<file path="config.mk">
export PLATFORM = sky130hd
export DESIGN_NAME = pipe_mem_ctrl
export DESIGN_NICKNAME = d
export VERILOG_FILES = /design/src/rtl/pipe_mem_ctrl.sv
export SDC_FILE = /design/constraint.sdc
export NUM_CORES = 1
export LEC_CHECK = 0
export CAP_MARGIN = 20
export CORE_MARGIN = 1.5
export CORE_UTILIZATION = 40
export DETAILED_ROUTE_END_ITERATION = 7
export MAX_ROUTING_LAYER = met4
export PLACE_DENSITY = 0.79
export SYNTH_ARGS = -nofsm -noshare
export SYNTH_HDL_FRONTEND = slang
export SYNTH_SLANG_ARGS = --single-unit
</file>
<file path="constraint.sdc">
create_clock -name clk -period 1.8 [get_ports clk]
set_input_delay 0.18 -clock clk [delete_from_list [all_inputs] [get_ports clk]]
set_output_delay 0.18 -clock clk [all_outputs]
set_load 0.02 [all_outputs]
</file>
<file path="src/rtl/pipe_mem_ctrl.sv">
// pipe_mem_ctrl: memory-port arbiter and pipeline stall merger for the 5-stage core.
//
// Arbitrates a single external bus between instruction fetch (IF) and load/store (LS).
// LS has strict priority. Each transaction holds the bus_* outputs stable until bus_ready
// is sampled high. The transaction then completes with a one-cycle *_done pulse and the
// registered read data.
//
// A fetch that sees br_flush while on the bus is discarded: no if_done, if_rdata kept.
// The stall vector is combinational: [0]=PC [1]=IF_ID [2]=ID_EX [3]=EX_MEM [4]=MEM_WB [5]=WB.
//
// Optional feature: define MEM_TIMEOUT_EN to abort a transaction after TIMEOUT_CYC cycles
// without bus_ready. The abort returns *_rdata = 0 and sets the sticky bus_err flag.
//
// Ports:
//   clk, rst                      clock, synchronous active-high reset
//   if_req/if_addr                fetch request (held until if_done)
//   if_rdata/if_done              fetched word, completion pulse
//   ls_req/ls_we/ls_addr/
//     ls_wdata/ls_wmask           load/store request (held until ls_done)
//   ls_rdata/ls_done              load word, completion pulse
//   id_stall_req, br_flush        load-use hazard, taken branch/jump
//   bus_valid/we/addr/wdata/wmask bus request outputs (registered)
//   bus_rdata/bus_ready           bus response inputs
//   stall                         per-stage stall vector
//   bus_err                       sticky timeout flag (0 without MEM_TIMEOUT_EN)
module pipe_mem_ctrl #(
  parameter int unsigned TIMEOUT_CYC = 255
) (
  input  logic        clk,
  input  logic        rst,
  input  logic        if_req,
  input  logic [31:0] if_addr,
  output logic [31:0] if_rdata,
  output logic        if_done,
  input  logic        ls_req,
  input  logic        ls_we,
  input  logic [31:0] ls_addr,
  input  logic [31:0] ls_wdata,
  input  logic [3:0]  ls_wmask,
  output logic [31:0] ls_rdata,
  output logic        ls_done,
  input  logic        id_stall_req,
  input  logic        br_flush,
  output logic        bus_valid,
  output logic        bus_we,
  output logic [31:0] bus_addr,
  output logic [31:0] bus_wdata,
  output logic [3:0]  bus_wmask,
  input  logic [31:0] bus_rdata,
  input  logic        bus_ready,
  output logic [5:0]  stall,
  output logic        bus_err
);

  localparam logic [1:0] StIdle  = 2'd0;
  localparam logic [1:0] StIfBus = 2'd1;
  localparam logic [1:0] StLsBus = 2'd2;

  logic [1:0]  state_q, state_d;
  logic        bus_valid_q, bus_valid_d;
  logic        bus_we_q, bus_we_d;
  logic [31:0] bus_addr_q, bus_addr_d;
  logic [31:0] bus_wdata_q, bus_wdata_d;
  logic [3:0]  bus_wmask_q, bus_wmask_d;
  logic [31:0] if_rdata_q, if_rdata_d;
  logic [31:0] ls_rdata_q, ls_rdata_d;
  logic        if_done_q, if_done_d;
  logic        ls_done_q, ls_done_d;
  logic        discard_q, discard_d;
  logic        flush_now;
  logic        abort;

`ifdef MEM_TIMEOUT_EN
  // Abort on the TIMEOUT_CYC-th consecutive busy cycle without bus_ready.
  localparam logic [7:0] TimeoutLast = 8'(TIMEOUT_CYC - 1);

  logic [7:0] cnt_q, cnt_d;
  logic       bus_err_q, bus_err_d;

  always_comb begin
    cnt_d     = cnt_q;
    bus_err_d = bus_err_q;
    abort     = 1'b0;
    if (state_q == StIdle) begin
      cnt_d = 8'd0;
    end else if (!bus_ready) begin
      if (cnt_q == TimeoutLast) begin
        abort     = 1'b1;
        bus_err_d = 1'b1;
      end else begin
        cnt_d = cnt_q + 8'd1;
      end
    end
  end

  always_ff @(posedge clk) begin
    if (rst) begin
      cnt_q     <= 8'd0;
      bus_err_q <= 1'b0;
    end else begin
      cnt_q     <= cnt_d;
      bus_err_q <= bus_err_d;
    end
  end

  assign bus_err = bus_err_q;
`else
  assign abort   = 1'b0;
  assign bus_err = 1'b0;
`endif

  always_comb begin
    state_d     = state_q;
    bus_valid_d = bus_valid_q;
    bus_we_d    = bus_we_q;
    bus_addr_d  = bus_addr_q;
    bus_wdata_d = bus_wdata_q;
    bus_wmask_d = bus_wmask_q;
    if_rdata_d  = if_rdata_q;
    ls_rdata_d  = ls_rdata_q;
    if_done_d   = 1'b0;
    ls_done_d   = 1'b0;
    discard_d   = discard_q;
    // A flush in the completing cycle counts as well.
    flush_now   = discard_q | br_flush;
    case (state_q)
      StIdle: begin
        discard_d = 1'b0;
        // *_done_q blocks re-granting a requester in its own done cycle.
        if (ls_req && !ls_done_q) begin
          state_d     = StLsBus;
          bus_valid_d = 1'b1;
          bus_we_d    = ls_we;
          bus_addr_d  = ls_addr;
          bus_wdata_d = ls_wdata;
          bus_wmask_d = ls_wmask;
        end else if (if_req && !if_done_q && !br_flush) begin
          state_d     = StIfBus;
          bus_valid_d = 1'b1;
          bus_we_d    = 1'b0;
          bus_addr_d  = if_addr;
          bus_wmask_d = 4'hF;
        end
      end
      StIfBus: begin
        if (bus_ready || abort) begin
          state_d     = StIdle;
          bus_valid_d = 1'b0;
          discard_d   = 1'b0;
          if (!flush_now) begin
            if_done_d  = 1'b1;
            if_rdata_d = abort ? 32'd0 : bus_rdata;
          end
        end else begin
          discard_d = flush_now;
        end
      end
      StLsBus: begin
        if (bus_ready || abort) begin
          state_d     = StIdle;
          bus_valid_d = 1'b0;
          ls_done_d   = 1'b1;
          if (abort) begin
            ls_rdata_d = 32'd0;
          end else if (!bus_we_q) begin
            ls_rdata_d = bus_rdata;
          end
        end
      end
      default: begin
        state_d     = StIdle;
        bus_valid_d = 1'b0;
      end
    endcase
  end

  always_ff @(posedge clk) begin
    if (rst) begin
      state_q     <= StIdle;
      bus_valid_q <= 1'b0;
      bus_we_q    <= 1'b0;
      bus_addr_q  <= 32'd0;
      bus_wdata_q <= 32'd0;
      bus_wmask_q <= 4'd0;
      if_rdata_q  <= 32'd0;
      ls_rdata_q  <= 32'd0;
      if_done_q   <= 1'b0;
      ls_done_q   <= 1'b0;
      discard_q   <= 1'b0;
    end else begin
      state_q     <= state_d;
      bus_valid_q <= bus_valid_d;
      bus_we_q    <= bus_we_d;
      bus_addr_q  <= bus_addr_d;
      bus_wdata_q <= bus_wdata_d;
      bus_wmask_q <= bus_wmask_d;
      if_rdata_q  <= if_rdata_d;
      ls_rdata_q  <= ls_rdata_d;
      if_done_q   <= if_done_d;
      ls_done_q   <= ls_done_d;
      discard_q   <= discard_d;
    end
  end

  // LS stalls everything up to MEM_WB; load-use bubbles ID_EX; fetch holds PC and IF_ID.
  always_comb begin
    if (ls_req && !ls_done_q) begin
      stall = 6'b011111;
    end else if (id_stall_req) begin
      stall = 6'b000111;
    end else if (if_req && !if_done_q) begin
      stall = 6'b000011;
    end else begin
      stall = 6'b000000;
    end
  end

  assign bus_valid = bus_valid_q;
  assign bus_we    = bus_we_q;
  assign bus_addr  = bus_addr_q;
  assign bus_wdata = bus_wdata_q;
  assign bus_wmask = bus_wmask_q;
  assign if_rdata  = if_rdata_q;
  assign ls_rdata  = ls_rdata_q;
  assign if_done   = if_done_q;
  assign ls_done   = ls_done_q;

endmodule

</file>
== Word level (Yosys, flattened, before mapping) ==
Cells that the tools add are included.

* Flip-flop bits (word level): 139
* Bits of input ports: 140
* Output and inout bits: 143

* Eq/ne operators: 4
* Multiplexer cells: 21
* Bitwise gates (word level): 6
* Reductions and logical operators: 17

{| class="wikitable"
|+ Operators with widths
! kind !! number
|-
| two-way mux 32 bit || 2
|-
| two-way mux 1 bit || 8
|-
| two-way mux 2 bit || 4
|-
| two-way mux 4 bit || 2
|-
| AND reduction 2 bit || 3
|-
| AND reduction 3 bit || 2
|-
| two-way mux 5 bit || 1
|-
| inverter 1 bit || 5
|-
| case mux 1 bit (2 select lines) || 2
|-
| case mux 2 bit (2 select lines) || 1
|-
| nonzero test 2 bit || 2
|-
| OR reduction 2 bit || 2
|-
| logical AND 1 bit || 3
|-
| logical NOT 1 bit || 3
|-
| two-way mux 3 bit || 1
|-
| inequality test 3 bit, second input constant || 1
|-
| OR reduction 3 bit || 1
|-
| == test 2 x 1 -> 1 bit, second input constant || 1
|-
| == test 2 bit, second input constant || 1
|-
| logical NOT 2 bit || 1
|-
| inequality test 2 x 1 -> 1 bit, second input constant || 1
|-
| OR 1 bit || 1
|}

== Longest topological paths before layout ==
* Depth in word-level cells: 6
* Mapped depth: 8
* Gate-level depth less buffers: 5

== Worst setup path before layout ==
OpenSTA, ideal clock, no wires.

* Path kind: reg2reg
* Start: register state_q[1]
* End: register bus_addr_q[30], in the netlist bus_addr[30]
* Library setup time: 0.134 ns
* Arrival time: 1.400 ns
* Data required time: 1.666 ns
* Slack: 0.266 ns
* Stages on the path, launching flop included: 8
* Path buffers: 2
* Cell sequence: dfxtp_1 -> inv_1 -> ha_1 -> buf_2 -> clkinv_1 -> buf_2 -> nor4_2 -> nor4_2

* Longest elaborated chain between the ends: 2

{| class="wikitable"
|+ RTL lines
! item !! line !! source
|-
| from (decl) || 59 || <nowiki>logic [1:0] state_q, state_d;</nowiki>
|-
| from (signal assigned) || 179 || <nowiki>state_q <= StIdle;</nowiki>
|-
| from (signal assigned) || 191 || <nowiki>state_q <= state_d;</nowiki>
|-
| logical NOT 2 bit || 126 || <nowiki>case (state_q)</nowiki>
|-
| AND reduction 2 bit (no line) || n/a ||
|-
| to (signal assigned) || 194 || <nowiki>bus_addr_q <= bus_addr_d;</nowiki>
|-
| to (decl) || 62 || <nowiki>logic [31:0] bus_addr_q, bus_addr_d;</nowiki>
|}

No other way between the ends.
A chain may end at the register's enable or synchronous reset.

== Worst setup path after layout ==
* Start: register ls_done_q, in the netlist ls_done
* End: output port stall[1]

* Longest elaborated chain between the ends: 3

{| class="wikitable"
|+ RTL lines
! item !! line !! source
|-
| from (decl) || 68 || <nowiki>logic ls_done_q, ls_done_d;</nowiki>
|-
| from (signal assigned) || 200 || <nowiki>ls_done_q <= ls_done_d;</nowiki>
|-
| logical NOT 1 bit || 207 || <nowiki>if (ls_req && !ls_done_q) begin</nowiki>
|-
| logical AND 1 bit || 207 ||
|-
| two-way mux 5 bit || 207 ||
|-
| to (decl) || 51 || <nowiki>output logic [5:0] stall,</nowiki>
|}

No other way between the ends.

==> load_flow_metrics.sql <==
INSERT INTO impl_metrics (metric_group, metric, value, unit) VALUES
('placement', 'place_congestion', '0.8263', ''),
('outcome', 'run_status', 'completed', ''),
('floorplan', 'die_height', '122.4', 'um'),
('global_route', 'global_route.overflow_total', '0', ''),
('sta', 'timing.setup.tns', '0', 'ns'),
('finish', 'final_layout_size_suffix_gt1_share', '7.811', '%'),
('logic_synthesis', 'yosys_most_used_dff', 'sky130_fd_sc_hd__dfxtp_1', ''),
('sta', 'rsz0062_at_grt', 'false', ''),
('logic_synthesis', 'synth.area.top_cells', 'sky130_fd_sc_hd__dfxtp_1, sky130_fd_sc_hd__nand2_1, sky130_fd_sc_hd__a21oi_1, sky130_fd_sc_hd__nor4_1, sky130_fd_sc_hd__nand2b_1', ''),
('worst_hold_path', 'holdCritPathClass', 'in -> reg', ''),
('logic_synthesis', 'synth_edf_count', '0', ''),
('setup_path', 'timing.critical_path.to_type', 'output port', ''),
('pwr', 'ir_drop', '0.6030', 'mV'),
('setup_path', 'worst-endpoint-required', '1.62', 'ns'),
('sta', 'setup_viol', '0', ''),
('sta', 'fmax', '0.5915', 'GHz'),
('floorplan', 'core.rowCount', '43', ''),
('cts', 'clock_latency', '0.41', 'ns'),
('sta', 'hold_violations', '0', ''),
('global_route', 'grt.total_usage', '24.71', '%'),
('detailed_routing', 'drtAntennaViolNets', '0', ''),
('finish', 'sequential_cell_area', '2784', 'um2'),
('global_route', 'global_route_wire_length_before_repair', '28.21', 'mm'),
('cts', 'post_cts_hold_buffer_count', '0', ''),
('job', 'maxCapViolCount', '0', ''),
('setup_path', 'critical_path.cell_chain', 'nand2b_4 > nand2b_1 > a21o_1 > dlygate4sd2_1', ''),
('logic_synthesis', 'mapped_area', '5707', 'um2'),
('finish', 'areaGrowthSynthToFinish', '61.52', '%'),
('sta', 'period_share', '93.92', '%'),
('finish', 'post_route_standard_cell_area_excluding_fillers', '9218', 'um2'),
('logic_synthesis', 'unique_cell_type_count_in_the_yosys_netlist', '37', ''),
('logic_synthesis', 'syn_warnings', '0', ''),
('cts', 'clock_path_buffers', '2', ''),
('setup_path', 'worst_ep_arrival_time', '1.51', 'ns'),
('setup_path', 'criticalPathCategory', 'reg -> out', ''),
('finish', 'fillers', '1174', ''),
('logic_synthesis', 'post-synth-top-area-fraction', '48.76', '%'),
('floorplan', 'die_area', '14990', 'um2'),
('cts', 'total_number_of_clock_tree_sinks', '139', ''),
('placement', 'placement.cell_area', '8658', 'um2'),
('setup_path', 'critPathBufInv', '1', ''),
('logic_synthesis', 'async_set_or_reset_register_ratio_after_synthesis', '0', '%'),
('detailed_routing', 'detail_route.drc_violations', '0', ''),
('detailed_routing', 'drt_pass1_iterations', '4', ''),
('detailed_routing', 'wl_per_cell', '15.88', 'um'),
('logic_synthesis', 'gate_count_after_technology_mapping', '703', ''),
('placement', 'half_perimeter_wire_length_after_detailed_placement', '12.83', 'mm'),
('setup_path', 'crit_path_start_kind', 'flip-flop', ''),
('detailed_routing', 'number_of_drc_markers_in_iteration_0', '339', ''),
('detailed_routing', 'num_vias', '5903', ''),
('cts', 'setup_buffers_after_cts', '0', ''),
('cts', 'clockRootBuffer', 'sky130_fd_sc_hd__clkbuf_16', ''),
('logic_synthesis', 'synth_most_common_cell', 'sky130_fd_sc_hd__nand2_1', ''),
('floorplan', 'floorplan.core_area', '13880', 'um2'),
('cts', 'tritoncts', 'yes', ''),
('global_route', 'largest_net_degree_at_the_start_of_global_routing', '75', ''),
('setup_path', 'crit_family', 'flip-flops', ''),
('logic_synthesis', 'yosys.area.top_type', 'sky130_fd_sc_hd__dfxtp_1', ''),
('setup_path', 'critPathSlowestCell', 'sky130_fd_sc_hd__dfxtp_2', ''),
('sta', 'slew_viol_final', '0', ''),
('floorplan', 'initial_core_util', '41.11', '%'),
('sta', 'post_route_skew', '0.007654', 'ns'),
('logic_synthesis', 'post_synth.cell_area_avg', '8.118', 'um2'),
('pwr', 'power.static_leakage', '3.243', 'nW'),
('logic_synthesis', 'synth_seq_area_share', '48.76', '%'),
('setup_path', 'critical_path_fanouts_max', '4', ''),
('finish', 'finish.utilization', '66.41', '%'),
('floorplan', 'design.portCount', '283', ''),
('pwr', 'power_per_cell_area', '950.6', 'nW/um2'),
('logic_synthesis', 'synth.top_cells.by_count', 'sky130_fd_sc_hd__nand2_1, sky130_fd_sc_hd__dfxtp_1, sky130_fd_sc_hd__a21oi_1, sky130_fd_sc_hd__nor4_1, sky130_fd_sc_hd__nand2b_1', ''),
('finish', 'final_nets', '1103', '');
[layout make-up]
class	instances	share of cell area (%)
multi-input combinational	488	27.51
tap	180	2.443
inverter	7	0.3394
timing repair buffer	307	33.46
clock inverter	10	1.004
sequential	139	30.20
clock buffer	22	5.036
[worst paths after layout]
path | cells after the start | startpoint | endpoint | slack, ns
max | 4 | ls_done | stall[1] | 0.11
min | 3 | rst | bus_wmask[1] | 0.20
min reg2reg | 2 | ls_rdata[14] | ls_rdata[14] | 0.45
max reg2reg | 6 | state_q[1] | bus_addr[13] | 0.26
[report_power, final]
group,switching [mW],internal (mW),leakage [nW],total (mW)
sequential,0.145,3.31,1.14,3.45
combinational,1.04,1.01,1.84,2.05
clock,1.29,1.97,0.263,3.26
total,2.48,6.28,3.24,8.76
[what timing repair did]
| item | in CTS | in global routing |
|---|---|---|
| pin swaps | 0 | 0 |
| hold endpoints to repair | 0 | 0 |
| endpoints found under the setup margin | 5 | 2 |
| resized for setup | 6 | 2 |
[metal layers]
layer / up-vias / wire (um) / track usage [%]
li1: 2937 / - / -
met1: 2723 / 7863 / 30.85
met2: 208 / 8698 / 38.76
met3: 35 / 1247 / 6.180
met4: 0 / 499 / 9.012
met5: - / 0 / -
[worst reg2reg max path, delay by kind of cell (launching register included)]
| kind | cells | cell delay [ns] |
|---|---|---|
| adders and majority gates | 1 | 0.25 |
| DFF | 1 | 0.34 |
| buffers and inverters | 3 | 0.40 |
| and+or+nand+nor | 2 | 0.42 |
[sequential cells by signal, indices dropped and copies added, names as in the netlist]
register,cells
bus_wdata,32
ls_done,1
discard_q,1
bus_addr,32
bus_wmask,4
ls_rdata,32
if_rdata,32
if_done,1
state_q,2
bus_valid,1
bus_we,1
[cells in the final DEF (no fill, tap or decap), types with 3 or more instances in the layout]
cell,netlist,final
sky130_fd_sc_hd__o22ai_1,32,32
sky130_fd_sc_hd__nand2_1,195,195
sky130_fd_sc_hd__inv_1,5,5
sky130_fd_sc_hd__nor3_1,32,32
sky130_fd_sc_hd__nor4_1,57,57
sky130_fd_sc_hd__clkinv_2,0,3
sky130_fd_sc_hd__clkinvlp_4,0,4
sky130_fd_sc_hd__clkdlybuf4s50_1,0,274
sky130_fd_sc_hd__nor4_2,7,7
sky130_fd_sc_hd__o221a_2,4,4
sky130_fd_sc_hd__a21oi_1,99,99
sky130_fd_sc_hd__dfxtp_1,139,138
sky130_fd_sc_hd__nand2b_1,35,34
sky130_fd_sc_hd__buf_12,0,7
sky130_fd_sc_hd__clkbuf_16,0,17
sky130_fd_sc_hd__buf_4,4,21
sky130_fd_sc_hd__dlygate4sd2_1,0,5
sky130_fd_sc_hd__clkbuf_1,24,3
[metrics by stage]
stage	setup WS, ns	total power [mW]	hold WS, ns	instances
after floorplan	0.2659	4.570	0.3160	704
after CTS	0.02420	8.829	0.1910	1153
final	0.1094	8.762	0.2036	1153
after detailed placement	-0.1330	5.562	0.4462	1121
after global routing	0.05010	9.154	0.2155	1153
after global placement	-0.1421	5.540	0.4409	1121
[cells by family after synthesis]
family                   after synthesis  share of synthesized area [%]
adder cells (fa/ha/maj)                3                         0.6578
flip-flops                           139                          48.76
multiplexers                           1                         0.1754
other                                  1                        0.06571
buffers and inverters                 77                          7.147
AND/OR/NAND/NOR                      340                          29.14
AO/OA/AOI/OAI                        142                          14.05
Note: power is estimated with default switching activity, not from simulation.
